===== src/rtl/alu_arbiter.sv =====
// alu_arbiter: shares one combinational 8-bit ALU between two requesters,
// returning results over valid/ready and holding the architectural Z/C/N flags.
module alu_arbiter #(
  parameter logic PRIO_FIXED = 1'b0
) (
  input  logic       clk,
  input  logic       rst_n,
  input  logic       req0_valid,
  output logic       req0_ready,
  input  logic [3:0] req0_op,
  input  logic [7:0] req0_a,
  input  logic [7:0] req0_b,
  input  logic       req1_valid,
  output logic       req1_ready,
  input  logic [3:0] req1_op,
  input  logic [7:0] req1_a,
  input  logic [7:0] req1_b,
  output logic       resp0_valid,
  input  logic       resp0_ready,
  output logic       resp1_valid,
  input  logic       resp1_ready,
  output logic [7:0] resp_data,
  output logic       resp_err,
  output logic       alu_optype,
  output logic [3:0] alu_op,
  output logic [7:0] alu_acc,
  output logic [7:0] alu_reg,
  input  logic [7:0] alu_out,
  input  logic       alu_z,
  input  logic       alu_c,
  input  logic       alu_n,
  output logic       flag_z,
  output logic       flag_c,
  output logic       flag_n,
  output logic       busy
);
  localparam logic [1:0] IDLE = 2'd0;
  localparam logic [1:0] EXEC = 2'd1;
  localparam logic [1:0] RESP = 2'd2;
  localparam logic [3:0] OP_ADD = 4'h2;
  localparam logic [3:0] OP_SUB = 4'h3;
  localparam logic [3:0] OP_CMP = 4'hA;
  logic [1:0] state_q, state_d;
  logic       ptr_q, owner_q;
  logic [3:0] op_q;
  logic [7:0] a_q, b_q, data_q;
  logic       err_q, fz_q, fc_q, fn_q;
  logic       idle, exec, win1, grant, legal, hs;
  assign idle  = state_q == IDLE;
  assign exec  = state_q == EXEC;
  // port 1 wins when alone, or on a tie when round-robin points at it
  assign win1  = req1_valid & (~req0_valid | (~PRIO_FIXED & ptr_q));
  assign req0_ready = idle & req0_valid & ~win1;
  assign req1_ready = idle & win1;
  assign grant = req0_ready | req1_ready;
  assign legal = op_q >= OP_ADD && op_q <= OP_CMP;
  assign resp0_valid = state_q == RESP && !owner_q;
  assign resp1_valid = state_q == RESP && owner_q;
  assign hs = (resp0_valid & resp0_ready) | (resp1_valid & resp1_ready);
  assign resp_data  = data_q;
  assign resp_err   = err_q;
  assign alu_optype = ~(exec & legal);
  assign alu_op     = op_q;
  assign alu_acc    = a_q;
  assign alu_reg    = b_q;
  assign flag_z = fz_q;
  assign flag_c = fc_q;
  assign flag_n = fn_q;
  assign busy   = ~idle;
  always_comb
    state_d = idle ? (grant ? EXEC : IDLE) : exec ? RESP : (hs ? IDLE : RESP);
  always_ff @(posedge clk) begin
    if (!rst_n) begin
      state_q <= IDLE;
      ptr_q   <= 1'b0;
      owner_q <= 1'b0;
      op_q    <= 4'h0;
      a_q     <= 8'h00;
      b_q     <= 8'h00;
      data_q  <= 8'h00;
      err_q   <= 1'b0;
      fz_q    <= 1'b0;
      fc_q    <= 1'b0;
      fn_q    <= 1'b0;
    end else begin
      state_q <= state_d;
      if (grant) begin
        owner_q <= req1_ready;
        ptr_q   <= ~req1_ready;
        op_q    <= req1_ready ? req1_op : req0_op;
        a_q     <= req1_ready ? req1_a : req0_a;
        b_q     <= req1_ready ? req1_b : req0_b;
      end
      if (exec) begin
        data_q <= legal && op_q != OP_CMP ? alu_out : 8'h00;
        err_q  <= ~legal;
        if (op_q == OP_ADD || op_q == OP_SUB) fc_q <= alu_c;
        if (op_q == OP_CMP) begin
          fz_q <= alu_z;
          fn_q <= alu_n;
        end
      end
    end
  end
endmodule


===== config.mk =====
export PLATFORM = sky130hd
export DESIGN_NAME = alu_arbiter
export DESIGN_NICKNAME = d
export VERILOG_FILES = /design/src/rtl/alu_arbiter.sv
export SDC_FILE = /design/constraint.sdc
export NUM_CORES = 1
export LEC_CHECK = 0
export CAP_MARGIN = 15
export CORE_MARGIN = 2
export CORE_UTILIZATION = 25
export CTS_BUF_LIST = sky130_fd_sc_hd__clkbuf_4 sky130_fd_sc_hd__clkbuf_8
export CTS_CLUSTER_DIAMETER = 60
export DETAILED_ROUTE_END_ITERATION = 7
export GPL_ROUTABILITY_DRIVEN = 0
export HOLD_SLACK_MARGIN = 0.06
export MAX_ROUTING_LAYER = met4
export PLACE_DENSITY = 0.52
export SLEW_MARGIN = 40
export SYNTH_ARGS = -nofsm -noshare
export SYNTH_HDL_FRONTEND = slang
export SYNTH_SLANG_ARGS = --single-unit
export TNS_END_PERCENT = 30

===== constraint.sdc =====
create_clock -name clk -period 1.8 [get_ports clk]
set_clock_uncertainty 0.1 [all_clocks]
set_input_delay 0.36 -clock clk [delete_from_list [all_inputs] [get_ports clk]]
set_output_delay 0.36 -clock clk [all_outputs]
set_load 0.05 [all_outputs]

==> results.json <==
{
  "fin_nets": 359,
  "end_kind": "primary output",
  "place_area_um2": 2790,
  "drt_iter0_markers": 60,
  "overflow": 0,
  "core_area_um2": 6420,
  "grtUsageMet2_pct": 24.1,
  "die_area_um2": 7390,
  "syn_nets": 255,
  "synth.area.top_cells": "dfxtp_1, nand4_1, a31oi_1",
  "drtPass1Iterations": 4,
  "met1_usage_pct": 18.5,
  "tightest_slew_ps": 516,
  "grt_pass1_wl_um": 8610,
  "final_cells": 380,
  "maxCapViolCount": 0,
  "drc_errors": 0,
  "finalSetupViolCount": 0,
  "p_leak_nw": 1.15,
  "slew_violations": 0,
  "worstSetupStartpointType": "register",
  "synth_most_common_cell": "dfxtp_1",
  "viasPerCell": 5.03,
  "boundaryPins": 95,
  "cp_max_fo": 17,
  "worstPathRequired_ps": 1340,
  "drt-wirelength-per-cell_um": 14.4,
  "fillerInstances": 634,
  "post-place-cells": 372,
  "rsz0062_at_grt": "false",
  "port_buffers": 94,
  "ys_types": 31,
  "cts_tree": "done",
  "async_flop_share_pct": 0,
  "die_h_um": 86.0,
  "status": "finished clean",
  "min_path_type": "reg -> reg",
  "busiest_layer": "met2",
  "slowest_delay_ps": 390,
  "grt_usage_pct": 15.1,
  "ys_seq_area_share_pct": 42.9,
  "grtUsageMet3_pct": 4.81,
  "path_clk_slew_ps": 70,
  "ir_worst_vdd_mv": 0.339,
  "critical_path.cell_chain": "nor2_8 > inv_1 > buf_4 > buf_12",
  "maxSlewHeadroom_pct": 65.4,
  "period_minus_slack_ps": 1740,
  "clk_path_buf_depth": 2,
  "cts_root_buf": "clkbuf_8",
  "dp_hpwl_um": 4170,
  "drive_above_1_share_pct": 25.7,
  "drt-total-wl_um": 5470,
  "die_x_um": 86.0,
  "synthFlopType": "dfxtp_1",
  "fin_crit_sh_pct": 96.9,
  "cts_buffers": 5,
  "postCtsHoldBufs": 0,
  "regToRegSetupSlack_ps": 300,
  "yosys_warnings": 0,
  "synth_edf_count": 0,
  "grt_antenna_before_repair": 0,
  "critical_path_class": "reg -> out",
  "antenna_cells": 0,
  "cts_sinks": 36,
  "ys_ff_latch": 36,
  "grt_max_degree": 18,
  "clock_latency_ps": 290,
  "fmax_mhz": 573,
  "start_util_pct": 26.1,
  "drt.antenna.violating_nets": 0,
  "syn_to_final_growth_pct": 74.4,
  "grt_pass1_vias": 1827,
  "via_count": 1913,
  "stdcell_area_um2": 2930,
  "hold_viol_final": 0,
  "syn_area_um2": 1680,
  "cts_max_level": 2,
  "power_density_nw_per_um2": 848,
  "cp_data_arrival_time_ps": 1280,
  "syn_avg_cell_area_um2": 8.48,
  "synth_top_area_share_pct": 42.9,
  "cp_slowest_cell": "dfxtp_4",
  "synth_common_cells": "dfxtp_1, nand4_1, nand3_1, o21ai_0",
  "synth_top_area_cell": "dfxtp_1",
  "syn-instance-count": 198,
  "num_rows": 29
}
kinds of logic (layout without fill, tap and decap cells):
logic type / count (synthesis) / in the layout / synth area share, %
AO/OA/AOI/OAI: 61 / 61 / 20.8
buffers and inverters: 23 / 128 / 6.93
flip-flops: 36 / 36 / 42.9
multiplexers: 5 / 5 / 2.98
AND/OR/NAND/NOR: 73 / 73 / 26.4
cell type report:
type                            instances  area (um^2)  share of cell area, %
Clock buffer                            5         68.8                   2.35
Sequential cell                        36          733                   25.0
Multi-Input combinational cell        139          857                   29.3
Clock inverter                          3         42.5                   1.45
Timing Repair Buffer                  116         1120                   38.1
Inverter                                4         15.0                  0.513
Tap cell                               77         96.3                   3.29
cell usage in the layout (no fill, tap or decap), types with 2 or more instances in the layout:
cell type	count
buf_4	50
clkdlybuf4s50_1	54
buf_12	8
nand2_1	10
o21ai_0	20
inv_1	4
a21oi_1	17
dfxtp_4	3
nor2_1	2
dfxtp_1	32
mux2i_1	5
buf_6	2
a31oi_1	17
nor2b_1	3
clkbuf_8	5
o41ai_1	4
dlygate4sd2_1	2
nand4_1	24
nand2b_1	4
nand3_1	19
final timing paths:
kind,from,to,depth (start not counted)
setup / recovery,state_q[1]$_SDFF_PP0_,busy,4
hold / removal,resp_data[7]$_SDFFE_PN0P_,resp_data[7]$_SDFFE_PN0P_,2
setup reg to reg,state_q[1]$_SDFF_PP0_,alu_op[3]$_SDFFE_PN0P_,5
hold reg to reg,resp_data[7]$_SDFFE_PN0P_,resp_data[7]$_SDFFE_PN0P_,2
per-stage QoR:
step | worst slack, ps | hold WS, ps | setup TNS, ps | utilization (%) | power [mW]
detailed placement | -144 | 344 | -1530 | 43.4 | 1.78
finish | 55.6 | 352 | 0 | 45.6 | 2.48
floorplan | -259 | 383 | -267 | - | 1.40
CTS | 7.05 | 354 | 0 | 45.3 | 2.50
global route | 3.56 | 369 | 0 | 45.6 | 2.60
global placement | -106 | 341 | -1010 | 43.4 | 1.78
metal layers:
layer	vias to the layer above	share of wire [%]	wire, um
met5	-	0	0
met4	0	0.38	21
met3	2	7.1	389
met2	69	48	2620
met1	882	45	2440
li1	960	-	-
repair_timing:
item	CTS	global route
cloned	0	0
gates resized for setup	7	6
endpoints found under the setup margin	6	2
setup buffers	0	0
power breakdown:
| part | switching [mW] | total [mW] | leakage, nW | internal, mW |
|---|---|---|---|---|
| logic | 0.478 | 0.850 | 0.795 | 0.372 |
| clock network | 0.307 | 0.717 | 0.0541 | 0.410 |
| registers | 0.0566 | 0.917 | 0.297 | 0.861 |
worst max-delay path: cells and delay by family (launching register included):
family | cells | cell delay (ps)
AND/OR/NAND/NOR | 1 | 170
buffers and inverters | 3 | 430
flip-flops | 1 | 390
Power figures use the tool's default switching activity.
